### src/rtl/philv_load_store_unit.sv
// philv_load_store_unit
// Memory-stage load/store unit for the Philosophy-V core. Takes one RV32I
// load or store from the execute stage and turns it into a single
// word-aligned, byte-enabled access on a req/ack data-memory port. Load data
// is aligned and sign/zero-extended. The pipeline is stalled until the
// access completes.
//
// Optional feature (macro LSU_TIMEOUT_EN): abort an access that sees no
// mem_ack within TIMEOUT_CYCLES cycles of REQ and report it as an error.
// Without the macro, REQ waits indefinitely for mem_ack.
//
// Ports:
//   clk, rstb             core clock, synchronous active-low reset
//   req_valid/req_ready   execute-stage handshake (ready only in IDLE)
//   req_we, req_funct3    store flag and RV32I funct3
//   req_addr, req_wdata   byte address and store data (rs2)
//   resp_valid/resp_err   one-cycle completion pulse, error flag
//   resp_rdata            extended load data (0 for stores and errors)
//   stall                 pipeline hold request
//   mem_req/mem_ack       memory request, held until ack
//   mem_we, mem_addr      write strobe, word address
//   mem_be, mem_wdata     byte enables, lane-replicated store data
//   mem_rdata             read word, valid with mem_ack
//
// state | meaning
// ------+--------------------------------------------------------------
// IDLE  | ready for a new op; req_valid sampled every cycle
// REQ   | mem_req held with stable address/enables/data until mem_ack
// RESP  | resp_valid pulse; pipeline advances, back to IDLE next cycle

module philv_load_store_unit #(
    parameter int BUS_WIDTH      = 32,
    parameter int TIMEOUT_CYCLES = 16
) (
    input  logic                 clk,
    input  logic                 rstb,
    input  logic                 req_valid,
    output logic                 req_ready,
    input  logic                 req_we,
    input  logic [2:0]           req_funct3,
    input  logic [BUS_WIDTH-1:0] req_addr,
    input  logic [BUS_WIDTH-1:0] req_wdata,
    output logic                 resp_valid,
    output logic                 resp_err,
    output logic [BUS_WIDTH-1:0] resp_rdata,
    output logic                 stall,
    output logic                 mem_req,
    output logic                 mem_we,
    output logic [BUS_WIDTH-1:0] mem_addr,
    output logic [3:0]           mem_be,
    output logic [BUS_WIDTH-1:0] mem_wdata,
    input  logic                 mem_ack,
    input  logic [BUS_WIDTH-1:0] mem_rdata
);

    typedef enum logic [1:0] {
        IDLE = 2'd0,
        REQ  = 2'd1,
        RESP = 2'd2
    } state_t;

    state_t     state;
    logic [2:0] lat_funct3;
    logic [1:0] lat_lo;

    // Request decode (access size: 0 byte, 1 halfword, 2 word)
    logic [1:0]           size;
    logic                 illegal;
    logic                 misaligned;
    logic [3:0]           be_new;
    logic [BUS_WIDTH-1:0] wdata_new;

    always_comb begin
        size    = 2'd0;
        illegal = 1'b0;
        case (req_funct3)
            3'b000, 3'b100: size = 2'd0;
            3'b001, 3'b101: size = 2'd1;
            3'b010:         size = 2'd2;
            default:        illegal = 1'b1;
        endcase
        // Stores have no unsigned variants, so funct3[2] set is illegal.
        if (req_we && req_funct3[2])
            illegal = 1'b1;

        misaligned = ((size == 2'd1) && req_addr[0]) ||
                     ((size == 2'd2) && (req_addr[1:0] != 2'b00));

        case (size)
            2'd0: begin
                be_new    = 4'b0001 << req_addr[1:0];
                wdata_new = {4{req_wdata[7:0]}};
            end
            2'd1: begin
                be_new    = 4'b0011 << req_addr[1:0];
                wdata_new = {2{req_wdata[15:0]}};
            end
            default: begin
                be_new    = 4'b1111;
                wdata_new = req_wdata;
            end
        endcase
    end

    // Load alignment uses only the values latched at acceptance.
    logic [BUS_WIDTH-1:0] rdata_shifted;
    logic [BUS_WIDTH-1:0] load_data;

    assign rdata_shifted = mem_rdata >> {lat_lo, 3'b000};

    always_comb begin
        case (lat_funct3)
            3'b000:  load_data = {{24{rdata_shifted[7]}}, rdata_shifted[7:0]};
            3'b100:  load_data = {24'd0, rdata_shifted[7:0]};
            3'b001:  load_data = {{16{rdata_shifted[15]}}, rdata_shifted[15:0]};
            3'b101:  load_data = {16'd0, rdata_shifted[15:0]};
            default: load_data = mem_rdata;
        endcase
    end

    logic timeout;

`ifdef LSU_TIMEOUT_EN
    localparam int CNT_W = $clog2(TIMEOUT_CYCLES + 1);

    logic [CNT_W-1:0] tmo_cnt;

    // Counts completed REQ cycles; the abort fires on the cycle whose edge
    // would bring the count to TIMEOUT_CYCLES.
    always_ff @(posedge clk) begin
        if (!rstb)
            tmo_cnt <= '0;
        else if (state != REQ)
            tmo_cnt <= '0;
        else
            tmo_cnt <= tmo_cnt + 1'b1;
    end

    assign timeout = (tmo_cnt == CNT_W'(TIMEOUT_CYCLES - 1));
`else
    assign timeout = 1'b0;
`endif

    always_ff @(posedge clk) begin
        if (!rstb) begin
            state      <= IDLE;
            req_ready  <= 1'b1;
            resp_valid <= 1'b0;
            resp_err   <= 1'b0;
            resp_rdata <= '0;
            mem_req    <= 1'b0;
            mem_we     <= 1'b0;
            mem_addr   <= '0;
            mem_be     <= 4'b0000;
            mem_wdata  <= '0;
            lat_funct3 <= 3'b000;
            lat_lo     <= 2'b00;
        end else begin
            resp_valid <= 1'b0;
            resp_err   <= 1'b0;
            case (state)
                IDLE: begin
                    if (req_valid) begin
                        req_ready <= 1'b0;
                        if (illegal || misaligned) begin
                            // Rejected ops never touch the memory port.
                            state      <= RESP;
                            resp_valid <= 1'b1;
                            resp_err   <= 1'b1;
                            resp_rdata <= '0;
                        end else begin
                            state      <= REQ;
                            mem_req    <= 1'b1;
                            mem_we     <= req_we;
                            mem_addr   <= {req_addr[BUS_WIDTH-1:2], 2'b00};
                            mem_be     <= be_new;
                            mem_wdata  <= wdata_new;
                            lat_funct3 <= req_funct3;
                            lat_lo     <= req_addr[1:0];
                        end
                    end
                end
                REQ: begin
                    // An ack arriving together with the timeout still wins.
                    if (mem_ack) begin
                        state      <= RESP;
                        mem_req    <= 1'b0;
                        resp_valid <= 1'b1;
                        resp_rdata <= mem_we ? '0 : load_data;
                    end else if (timeout) begin
                        state      <= RESP;
                        mem_req    <= 1'b0;
                        resp_valid <= 1'b1;
                        resp_err   <= 1'b1;
                        resp_rdata <= '0;
                    end
                end
                RESP: begin
                    state      <= IDLE;
                    req_ready  <= 1'b1;
                    resp_rdata <= '0;
                end
                default: begin
                    state     <= IDLE;
                    req_ready <= 1'b1;
                    mem_req   <= 1'b0;
                end
            endcase
        end
    end

    // Low in RESP so the pipeline advances on the cycle resp_rdata is valid.
    assign stall = (state == REQ) || ((state == IDLE) && req_valid);

endmodule

### config.mk
export PLATFORM = sky130hd
export DESIGN_NAME = philv_load_store_unit
export DESIGN_NICKNAME = d
export VERILOG_FILES = /design/src/rtl/philv_load_store_unit.sv
export SDC_FILE = /design/constraint.sdc
export NUM_CORES = 1
export LEC_CHECK = 0
export CAP_MARGIN = 20
export CORE_ASPECT_RATIO = 1.25
export CORE_MARGIN = 1.5
export CORE_UTILIZATION = 56
export DETAILED_ROUTE_END_ITERATION = 8
export DONT_BUFFER_PORTS = 1
export GPL_ROUTABILITY_DRIVEN = 0
export GPL_TIMING_DRIVEN = 0
export PLACE_DENSITY = 0.71
export SYNTH_ARGS = -nofsm -noshare
export SYNTH_HDL_FRONTEND = slang
export SYNTH_SLANG_ARGS = --single-unit
export TNS_END_PERCENT = 100
### constraint.sdc
create_clock -name clk -period 3.3 [get_ports clk]
set_input_delay 0.495 -clock clk [delete_from_list [all_inputs] [get_ports clk]]
set_output_delay 0.495 -clock clk [all_outputs]
set_load 0.01 [all_outputs]
==> key figures <==
Run status
  • Status: complete, no violations

GRT
  • First-pass GRT wire length: roughly 22000 um
  • Initial antenna violation count: 0
  • GRT Resource Usage Total: 0.2810
  • Vias in the first global route: around 4300
  • Global route overflow: 0
  • Largest net degree at the start of global routing: 18

Timing
  • Worst Max-Slew Pin Slew: between 0.8 and 0.9 ns
  • Hold slack final: ~0.28 ns
  • Final Cycle Share: 0.5440
  • Setup tns final: 0 ns
  • Hold Fails Final Rpt: 0
  • RSZ-0062 raised after global routing: no
  • Fin crit period: 1.795 ns
  • Pins over their slew limit: 0
  • F_max: roughly 560 MHz
  • Final setup vio count: 0
  • Slew margin rel.: 0.4376
  • Clock Skews: 0.004907 ns

Finish
  • Diode count: 0
  • Final nets: between 600 and 700
  • Layout cells sized above 1: 0.1122
  • Design Area, Final: approximately 5700 um2
  • # fillers: ~850
  • Synthesis-to-finish area growth: 8.765%

Die
  • Die area: about 9900 um2
  • Vert. Die Dim: around 110 um
  • Initial core utilization: 0.5725
  • I/O pin count: 210
  • DIE WIDTH: 89.16 um
  • # rows: 39
  • CORE AREA: slightly above 9000 um2

Logic synthesis
  • Primary FF master, synth: dfxtp_1
  • Share of the synthesized area in the top cell type: 0.4238
  • Sequential share of the synthesized area: 0.4238
  • Synthesized area: around 5200 um2
  • Ys Warns: 0
  • Cells after Synth: between 500 and 600
  • Async SR Flop Fraction: 0
  • Register bit total from synthesis: 110
  • Post-synth top cells: nand2_1, dfxtp_1, a21boi_1, o21ai_0, a21oi_1
  • Number of synthesized flops with an enable pin: 0
  • Post-synth cell types: 56
  • Average size of a mapped cell: approximately 8.9 um2
  • Most common cell in the netlist: nand2_1
  • Synth area leader: dfxtp_1
  • Synth top area cells: dfxtp_1, nand2_1, a21boi_1, o21ai_0, a22o_1

Critical path
  • Reg2Reg Setup Slack: roughly 1.5 ns
  • CP required: ~3.5 ns
  • Crit path buf inv count: 2
  • Critical path fanouts, max: 10
  • Crit. path cell count: 6
  • Crit Reg-Reg Endpoint: resp_rdata[14]
  • Crit Path Class: reg2reg
  • Worst-path cell chain: buf_6 > mux2_4 > a22oi_4 > and3b_1 > clkbuf_1 > a221o_1
  • CP arrival: 2.03 ns
  • Reg2reg start: lat_lo[0]
  • CP max stage cell: dfxtp_1
  • CP endpoint kind: flop
  • CP top delay family: compound AO/OA/AOI/OAI gates
  • Critical Path Max Stage Delay: 0.35 ns
  • FF-to-FF path depth: 6
  • CP startpoint kind: flop

CTS
  • Longest Clk Path Bufs: 2
  • # Post-CTS Setup Buffers: 0
  • CTS Sinks: 110
  • CTS Hold Bufs: 0
  • Clk root buf: clkbuf_16
  • Skew-Pair Late Insertion Delay: between 0.3 and 0.4 ns
  • Post-cts gate resize count: 0
  • H-tree depth: 3
  • Inserted Clock Buffers: 9
  • CTS tree: built
  • Clock-pin slew on the worst setup and hold paths: around 0.07 ns

Place
  • Buffers on Ports: 0
  • DP HPWL: around 11000 um
  • Post-DP Area: ~5400 um2

Min path
  • Worst hold start: req_addr[31]
  • Hold Path Depth: 2
  • Hold Path Class: in2reg
  • Hold EP: mem_addr[31]

Power and ir drop
  • Leak: roughly 2.3 nW
  • Maximum VDD drop: roughly 0.26 mV
  • PwrDens: just over 500 nW/um2

Drt
  • Avg WL per Cell: ~19 um
  • Iter 0 DRT Violations: between 150 and 200
  • Vias per cell: about 6.0
  • Via count of the routed design: about 4300
  • Detail Route Antenna Nets: 0
  • DRC Markers: 0
  • Detailed Routing Iterations Pass 1: 4
  • WL final: roughly 14000 um

Flow run
  • Max_cap viols: 0
-- cells in the final DEF (no fill, tap or decap), types with 2 or more instances in the layout --
cell type  instances
nand2_1          116
dfxtp_1          110
a21boi_1          43
o21ai_0           41
a21oi_1           27
clkbuf_1          22
a21o_1            17
a22o_1            17
nand2b_1          14
a221o_1           14
nor2_1            12
buf_2             12
o211a_1           12
buf_6             11
mux2i_1           11
o21a_1            10
mux2_2            10
nand3_1           10
clkbuf_16          9
o21ai_1            8
buf_4              5
inv_1              4
o2bb2ai_1          4
o221ai_1           4
a2bb2oi_1          4
nand3b_1           3
nor3_1             3
a22oi_1            3
and3_1             3
nor3b_1            2
a21boi_0           2
mux2_4             2
o31ai_1            2
conb_1             2
inv_6              2
-- state kept, by name, indices dropped and copies added, names as in the netlist --
register / cells
lat_funct3: 3
mem_req: 1
mem_we: 1
lat_lo: 2
req_ready: 1
resp_err: 1
mem_be: 4
state: 2
mem_addr: 30
resp_valid: 1
mem_wdata: 32
resp_rdata: 32
-- stage by stage --
step | std cells | utilization | power (W) | worst slack, ns
4_1_cts | 720 | 0.6227 | 0.002914 | 1.500
5_1_grt | 720 | 0.6227 | 0.003010 | 1.361
2_1_floorplan | 582 | - | 0.001748 | 1.510
6_report | 720 | 0.6227 | 0.002896 | 1.505
3_5_place_dp | 705 | 0.5899 | 0.001823 | 1.254
3_3_place_gp | 705 | 0.5899 | 0.001813 | 1.272
-- how the worst max path moves through the flow --
stage	slack [ns]	end	startpoint
after floorplan	1.51	mem_be[0]	req_addr[0]
after global placement	1.27	mem_addr[5]	req_addr[0]
after detailed placement	1.25	mem_addr[2]	req_addr[0]
after CTS	1.50	resp_rdata[5]	lat_funct3[1]
after global routing	1.36	resp_rdata[1]	lat_funct3[1]
final	1.50	resp_rdata[14]	lat_lo[0]
-- metal layers --
layer,wire (um),GRT usage
met1,5045,0.2955
met2,7027,0.4867
met3,1310,0.1013
met4,385,0.1272
met5,0,0
-- area by class of cell --
type	count	area [um2]	area share
Buffer	51	309.0	0.05468
Clock buffer	11	242.7	0.04295
Clock inverter	4	55.05	0.009741
Inverter	4	15.01	0.002657
Multi-Input combinational cell	417	2674	0.4731
Sequential cell	110	2202	0.3896
Tap cell	123	153.9	0.02723
-- power breakdown --
part | internal (W) | switching (W)
Clock | 0.000612 | 0.000492
Sequential | 0.00139 | 0.0000708
Combinational | 0.000149 | 0.000185
Total | 0.00215 | 0.000748
-- cells by family after synthesis --
group | Yosys count | synth area share
mux | 23 | 0.04864
other cells | 1 | 0.0007217
simple gates | 173 | 0.1515
buf+inv | 55 | 0.06236
compound gates | 219 | 0.3130
flops | 110 | 0.4238
-- worst register-to-register path: cells and delay by family, from the launching register on --
family	cells	cell delay (ns)
simple gates	1	0.20
flops	1	0.35
buf+inv	2	0.34
compound gates	2	0.47
mux	1	0.33
No activity file was read; power rests on OpenSTA's default activity.
